--- src/rtl/regfile_wb_arbiter.sv ---
// regfile_wb_arbiter: round-robin owner of the register file write port,
// shared by write-back requesters A and B, plus a software-triggered
// sequence that zeroes r1..r(NREG-1).
module regfile_wb_arbiter #(
    parameter int unsigned NREG = 32,
    parameter int unsigned AW   = 5,
    parameter int unsigned DW   = 32
) (
    input  logic          clk,
    input  logic          clr,
    input  logic          a_req,
    input  logic [AW-1:0] a_wn,
    input  logic [DW-1:0] a_d,
    output logic          a_gnt,
    input  logic          b_req,
    input  logic [AW-1:0] b_wn,
    input  logic [DW-1:0] b_d,
    output logic          b_gnt,
    input  logic          init,
    output logic          busy,
    output logic [AW-1:0] wn,
    output logic [DW-1:0] d,
    output logic          we
);

    localparam logic [AW-1:0] LAST_REG = AW'(NREG - 1);
    localparam logic [AW-1:0] FIRST_REG = AW'(1);

    typedef enum logic {
        S_IDLE  = 1'b0,
        S_CLEAR = 1'b1
    } state_t;

    state_t        r_state;
    state_t        w_state_nxt;
    logic          r_prio;
    logic          w_prio_nxt;
    logic [AW-1:0] r_cnt;
    logic [AW-1:0] w_cnt_nxt;
    logic          w_pick_a;
    logic          w_pick_b;

    // B wins only when A is absent or B holds priority; A gets the rest
    assign w_pick_b = b_req & (~a_req | r_prio);
    assign w_pick_a = a_req & ~w_pick_b;

    // State, priority and clear-counter registers
    always_ff @(posedge clk or posedge clr) begin
        if (clr) begin
            r_state <= S_IDLE;
            r_prio  <= 1'b0;
            r_cnt   <= '0;
        end else begin
            r_state <= w_state_nxt;
            r_prio  <= w_prio_nxt;
            r_cnt   <= w_cnt_nxt;
        end
    end

    // Arbitration, clear sequencing and write-port drive
    always_comb begin
        w_state_nxt = r_state;
        w_prio_nxt  = r_prio;
        w_cnt_nxt   = r_cnt;
        a_gnt       = 1'b0;
        b_gnt       = 1'b0;
        busy        = 1'b0;
        wn          = '0;
        d           = '0;
        we          = 1'b0;
        case (r_state)
            S_IDLE: begin
                if (w_pick_a) begin
                    a_gnt      = 1'b1;
                    wn         = a_wn;
                    d          = a_d;
                    we         = (a_wn != '0);
                    w_prio_nxt = 1'b1;
                end else if (w_pick_b) begin
                    b_gnt      = 1'b1;
                    wn         = b_wn;
                    d          = b_d;
                    we         = (b_wn != '0);
                    w_prio_nxt = 1'b0;
                end
                // A grant issued alongside init still completes this edge
                if (init) begin
                    w_state_nxt = S_CLEAR;
                    w_cnt_nxt   = FIRST_REG;
                end
            end
            S_CLEAR: begin
                busy = 1'b1;
                we   = 1'b1;
                wn   = r_cnt;
                if (r_cnt == LAST_REG) begin
                    w_state_nxt = S_IDLE;
                    w_cnt_nxt   = '0;
                end else begin
                    w_cnt_nxt = r_cnt + FIRST_REG;
                end
            end
            default: begin
                w_state_nxt = S_IDLE;
            end
        endcase
    end

endmodule
--- config.mk ---
export PLATFORM = sky130hd
export DESIGN_NAME = regfile_wb_arbiter
export DESIGN_NICKNAME = d
export VERILOG_FILES = /design/src/rtl/regfile_wb_arbiter.sv
export SDC_FILE = /design/constraint.sdc
export NUM_CORES = 1
export LEC_CHECK = 0
export BUFFER_PORTS_ARGS = -buffer_cell sky130_fd_sc_hd__buf_2
export CORE_UTILIZATION = 26
export DETAILED_ROUTE_END_ITERATION = 8
export GPL_TIMING_DRIVEN = 0
export PLACE_DENSITY = 0.75
export SLEW_MARGIN = 0
export SYNTH_ARGS = -nofsm -noshare
export SYNTH_HDL_FRONTEND = slang
export SYNTH_SLANG_ARGS = --single-unit
--- constraint.sdc ---
create_clock -name clk -period 1.5 [get_ports clk]
set_clock_uncertainty 0.2 [all_clocks]
set_input_delay 0.075 -clock clk [delete_from_list [all_inputs] [get_ports clk]]
set_output_delay 0.075 -clock clk [all_outputs]
set_load 0.01 [all_outputs]
==> results.md, run 1 <==
- Outcome: finished, violations left
- Failing checks: design-rule violations, negative hold slack, negative setup slack
- WHS Path Cells: 3
- Die X-Extent: 57.54 microns
- Area fraction in compound gates after synthesis: 50.86%
- FF+latch area: 176.4 sq um
- Die area: 3311 sq um
- Crit path time final: 1.830 ns
- Synth cell types: 23
- Inserted Clock Buffers: 3
- Slew @ Worst Pin: 0.2735 ns
- Hold_sp: b_req
- Reg2Reg Depth: 6
- Initial antenna violation count: 0
- Clock latency on the worst-skew pair: 0.27 ns
- Reg clk slew, reported paths: 0.07 ns
- Mapped Area: 802.0 sq um
- Total track usage: 21.08%
- Die H: 57.54 microns
- Synth Register Bits: 7
- DRC: 10
- Setup slack, reg-to-reg: -0.16 ns
- Yosys Warn Count: 0
- Fin worst setup slack: -0.3297 ns
- CTS Buffer Depth: 2
- Setup Viol. Count Final: 43
- CTS Sinks: 7
- Synth-to-layout area growth: 120.9%
- H-tree Lvls: 1
- Hold EP: r_prio
- Sequential area share after synthesis: 21.84%
- Critical Path AT: 1.55 ns
- Synth Instances: 92
- Min Hold Slack: -0.02661 ns
- Largest family of logic cells by synthesized area: compound AO/OA/AOI/OAI gates
- Gp weighted congestion: 0.8367
- RSZ-0062 raised after global routing: yes
- Iter 0 DRT Violations: 79
- R2R Path End: r_cnt[3]
- Final #Nets: 314
- Hold buffer count at CTS: 2
- Num ports: 120
- Routed Antenna Nets: 0
- Setup TNS: -10.43 ns
- Crit path required time: 1.22 ns
- Power Total: 1.704 mW
- Final Cycle Share: 122.0%
- CP Max Fanout: 7
- Final Max Tran Viols: 0
- Final Non-Filler Cells: 263
- Post-synth top area cell: a22o_1
- Final Hold Vio Count: 1
- Placed cell count: 242
- Mean area per synthesized cell: 8.718 sq um
- Critical path type: reg2out
- Pin count of the biggest net entering global routing: 11
- First-pass GRT wire length: 5.430 mm
- Static leakage: 1.042 nW
- Slew headroom: 81.74%
- FMAX: 546.5 MHz
- Multi-input combinational cell area: 656.9 sq um
- DP HPWL: 2.756 mm
- ANT cells: 0
- Synth top area share: 36.04%
- Vias: 1337
- Vias in the first global route: 1224
- Num rows: 19
- Proportion of synthesized area in mux cells: 0%
- XOR/XNOR Fraction of Synth Area: 0%
- EDFF count, synth: 0
- Total grt overflow: 0
- Area contributors post-synth: a22o_1 (36%), dfrtp_1 (22%), a221o_1 (7.5%)
- Starting Density: 28.35%
- # fillers: 268
- Predominant post-synthesis flop cell: dfrtp_1
- Crit end category: primary output
- Simple logic cell fraction of the synthesized area: 16.07%
- Share of layout cells above drive strength 1: 70.26%
- Synth Area in Adders: 3.120%
- Syn nets: 173
- Synth async-reset ratio: 100.0%
- DR vias/cell: 5.084
- Synth top cells by count: a22o_1 (33), dfrtp_1 (7), a221o_1 (6), and2_1 (5), nor2_1 (5)
- Most numerous cell in the Yosys netlist: a22o_1
- Pwr Density: 961.9 nW/um^2
- CTS tree: built
- Maxcap violations: 0
- Core area: 2829 sq um
- Worst r2r src: r_cnt[0]
- Clock Tree Root: clkbuf_4
- TritonRoute pass-1 iters: 9
- Drt total wl: 3.782 mm
- WL per Instance: 14.38 microns
- Critical path launch point type: flop
- Worst hold path class: in2reg
- Port bufs: 119
- Max IR drop VDD: 0.5993 mV
-- critical path, stage by stage (launching register included) --
cell and delay [ns]:
dfrtp_2 0.41, nand2b_4 0.16, nor2b_4 0.15, buf_6 0.16, buf_6 0.12, a22o_1 0.15, buf_2 0.13
-- timing repair --
item	in CTS	in global routing
pin swaps	26	6
gates resized for setup	28	11
buffers inserted	8	3
endpoints found under the hold margin	11	1
gates cloned	4	0
endpoints found under the setup margin	44	45
-- worst max path at each step --
stage	cells past startpoint	slack [ns]	to	start
after floorplan	6	-0.12	r_cnt[3]	r_cnt[0]
after global placement	5	-0.21	d[11]	r_prio
after detailed placement	6	-0.26	r_cnt[3]	r_cnt[0]
after CTS	5	-0.31	wn[3]	r_prio
after global routing	6	-0.38	d[16]	r_prio
final	6	-0.33	d[16]	r_state
-- cell usage in the layout, fill, tap and decap left out, types with 3 or more instances in the layout --
master,count
dfrtp_1,6
buf_2,117
and2_1,5
a22o_1,33
buf_6,14
inv_1,3
buf_4,10
a221o_1,6
clkbuf_4,4
nand2b_4,3
nor2_1,4
-- area by class of cell --
class / instances / area share, %
tap: 31 / 2.189
buffer: 9 / 5.720
timing repair buffer: 136 / 42.87
clock inverter: 1 / 0.2825
sequential: 7 / 9.958
clock buffer: 3 / 1.271
multi-input combinational: 73 / 37.08
inverter: 3 / 0.6356
-- metrics by stage --
step	worst slack [ns]	hold slack, ns	util (%)	instance area [sq um]
2_1_floorplan	-0.1173	-0.3217	-	833.3
3_3_place_gp	-0.2105	-0.1885	51.88	1468
3_5_place_dp	-0.2593	-0.1873	51.88	1468
4_1_cts	-0.3141	-0.03732	60.42	1709
5_1_grt	-0.3824	-0.01793	62.63	1772
6_report	-0.3297	-0.02661	62.63	1772
-- power by group --
part           switching [mW]  total (mW)  internal, mW
clock network          0.0845       0.183        0.0981
logic                   0.493        1.16         0.663
registers              0.0892       0.365         0.276
total                   0.667        1.70          1.04
-- logic make-up (layout without fill, tap and decap cells) --
family	Yosys count	in the layout
AOI/OAI and AO/OA	48	48
adders and majority gates	2	2
buffers and inverters	12	152
DFF	7	7
and+or+nand+nor	23	23
-- state kept, by name (all words and copies together), names as in the netlist --
name	count
r_cnt	5
r_state	1
r_prio	1
-- routing by layer --
metal / up-vias / track usage (%) / share of wire, %
met5: - / 0 / 0
met4: 0 / 5.226 / 0.61
met3: 2 / 2.494 / 7.7
met2: 60 / 42.36 / 55
met1: 623 / 22.84 / 37
li1: 652 / - / -
No activity file was read; power rests on OpenSTA's default activity.
==> run 2: changes to the inputs <==
--- a/config.mk
+++ b/config.mk
@@ -10,6 +10,7 @@
 export DETAILED_ROUTE_END_ITERATION = 8
 export GPL_TIMING_DRIVEN = 0
 export PLACE_DENSITY = 0.75
+export REMOVE_ABC_BUFFERS = 1
 export SLEW_MARGIN = 0
 export SYNTH_ARGS = -nofsm -noshare
 export SYNTH_HDL_FRONTEND = slang
==> results.md, run 2 (synthesis gave the netlist of run 1 again) <==
- Finished Core Util: 58.78% (was 62.63%)
- Num ports: 120 (unchanged)
- Most frequent cells in the layout: buf_2 (118), a22o_1 (33), a221o_1 (6), dfrtp_1 (6), and2_1 (5) (was buf_2 (117), a22o_1 (33), buf_6 (14))
- Reg clk slew, reported paths: 0.06 ns (was 0.07 ns)
- # fillers: 259 (was 268)
- RSZ-0062 raised after global routing: yes (unchanged)
- Port bufs: 119 (unchanged)
- Hold buffer count at CTS: 2 (unchanged)
- Clock latency on the worst-skew pair: 0.26 ns (was 0.27 ns)
- CTS Sinks: 7 (unchanged)
- Outcome: finished, violations left (unchanged)
- Inserted Clock Buffers: 3 (unchanged)
- WL per Instance: 14.14 microns (was 14.38 microns)
- Share of layout cells above drive strength 1: 68.35% (was 70.26%)
- Placed instance area: 1430 sq um (was 1468 sq um)
- CP Max Fanout: 13 (was 7)
- Total grt overflow: 0 (unchanged)
- Num rows: 19 (unchanged)
- H-tree Lvls: 1 (unchanged)
- Setup Viol. Count Final: 44 (was 43)
- Failing checks: design-rule violations, negative hold slack, negative setup slack (unchanged)
- Biggest registers after layout: r_cnt x5, r_prio x1, r_state x1 (unchanged)
- FMAX: 533.5 MHz (was 546.5 MHz)
- Critical path launch point type: flop (unchanged)
- Die X-Extent: 57.54 microns (unchanged)
- Static leakage: 0.9608 nW (was 1.042 nW)
- Drt total wl: 3.521 mm (was 3.782 mm)
- Core area: 2829 sq um (unchanged)
- Min Hold Slack: -0.01826 ns (was -0.02661 ns)
- Hold_sp: b_req (unchanged)
- Final #Nets: 300 (was 314)
- ANT cells: 0 (unchanged)
- Most flop-heavy register: r_cnt (unchanged)
- Critical path type: reg2out (unchanged)
- Initial antenna violation count: 0 (unchanged)
- Clock Tree Root: clkbuf_4 (unchanged)
- Maxcap violations: 0 (unchanged)
- Max stage delay on crit path: 0.41 ns (about the same)
- Fin area: 1663 sq um (was 1772 sq um)
- Max IR drop VDD: 0.8701 mV (was 0.5993 mV)
- Slew headroom: 79.74% (was 81.74%)
- First-pass GRT wire length: 5.478 mm (was 5.430 mm)
- Slew @ Worst Pin: 0.3035 ns (was 0.2735 ns)
- Routed Antenna Nets: 0 (unchanged)
- Final Cycle Share: 125.0% (was 122.0%)
- DRC: 10 (unchanged)
- Final Non-Filler Cells: 249 (was 263)
- Pin count of the biggest net entering global routing: 26 (was 11)
- Fin worst setup slack: -0.3743 ns (was -0.3297 ns)
- Vias: 1280 (was 1337)
- Crit path time final: 1.874 ns (was 1.830 ns)
- Final Max Tran Viols: 0 (unchanged)
- Pwr Density: 981.0 nW/um^2 (was 961.9 nW/um^2)
- Crit end category: primary output (unchanged)
- WHS Path Cells: 3 (unchanged)
- Vias in the first global route: 1223 (was 1224)
- Most common cell after layout, fill and taps aside: buf_2 (unchanged)
- Final Hold Vio Count: 1 (unchanged)
- Starting Density: 28.35% (unchanged)
- Worst hold path class: in2reg (unchanged)
- TritonRoute pass-1 iters: 8 (was 9)
- Crit path max-delay cell type: dfrtp_1 (was dfrtp_2)
- Total track usage: 20.92% (was 21.08%)
- Beginning of the critical path: r_prio (was r_state)
- Crit path required time: 1.22 ns (about the same)
- Synth-to-layout area growth: 107.3% (was 120.9%)
- CTS tree: built (unchanged)
- Reg2Reg Depth: 6 (unchanged)
- Die area: 3311 sq um (unchanged)
- Iter 0 DRT Violations: 99 (was 79)
- Gp weighted congestion: 0.8275 (was 0.8367)
- Worst r2r src: r_cnt[1] (was r_cnt[0])
- Max FFs per register: 5 (unchanged)
- CP Cell Sequence: nand2b_4, nor2b_4, buf_12, a221o_1, buf_2 (was nand2b_4, nor2b_4, buf_6, buf_6, a22o_1, buf_2)
- Die H: 57.54 microns (unchanged)
- Critical Path AT: 1.60 ns (was 1.55 ns)
- DP HPWL: 2.545 mm (was 2.756 mm)
- CTS Buffer Depth: 2 (unchanged)
- Placed cell count: 235 (was 242)
- DR vias/cell: 5.141 (was 5.084)
## run 2: cell types whose count changed in the layout (fill, tap and decap cells not counted), sizes merged
cell	before	now
clkinv	1	0
clkbuf	4	5
buf	142	128
## run 2: metrics by stage
stage                     TNS, ns  total power [mW]  hold WS, ns  setup WS (ns)
after floorplan            -49.80            0.8478      -0.3216         -1.295
after global placement     -75.41             1.171      -0.1828         -1.941
after detailed placement   -25.23             1.204      -0.1759        -0.6765
after CTS                  -10.77             1.594     -0.04954        -0.3549
after global routing       -13.65             1.740     -0.01271        -0.4069
final                      -11.71             1.631     -0.01826        -0.3743
## run 2: layer usage
| layer | vias to the layer above | routed length [microns] | track usage [%] |
|---|---|---|---|
| met5 | - | 0 | 0 |
| met1 | 587 | 1384 | 25.28 |
| li1 | 625 | - | - |
| met4 | 0 | 16 | 3.136 |
| met3 | 4 | 298 | 3.175 |
| met2 | 64 | 1822 | 39.37 |
## run 2: area by class of cell
cell class / count / area [sq um] / area share [%]
clock buffers: 4 / 26.28 / 1.580
repair buffers: 131 / 759.5 / 45.67
flip-flops and latches: 7 / 176.4 / 10.61
well taps: 31 / 38.79 / 2.333
multi-input cells: 73 / 650.6 / 39.13
inverters: 3 / 11.26 / 0.6772
## run 2: path summary, 6_finish.rpt
| path | slack (ns) | endpoint |
|---|---|---|
| setup / recovery | -0.37 | wn[1] |
| hold / removal | -0.02 | r_prio |
| setup reg to reg | -0.16 | r_cnt[3] |
| hold reg to reg | 0.38 | r_cnt[2] |
| max in group asynchronous | 0.75 | r_state |
| min in group asynchronous | 0.10 | r_prio |
## run 2: critical path: cells and delay by family, from the launching register on
kind	cells	cell delay [ns]
AO/OA/AOI/OAI	1	0.34
buffers and inverters	2	0.28
flip-flops	1	0.41
AND/OR/NAND/NOR	2	0.30
## run 2: timing repair
item / CTS / global route
endpoints found under the setup margin: 46 / 45
pin swaps: 4 / 5
setup buffers: 7 / 1
resized for setup: 19 / 5
hold endpoints to repair: 11 / 1
## run 2: where the power goes
part	switching, mW	internal [mW]	total (mW)
clock	0.0803	0.102	0.183
sequential	0.0893	0.276	0.365
combinational	0.477	0.606	1.08
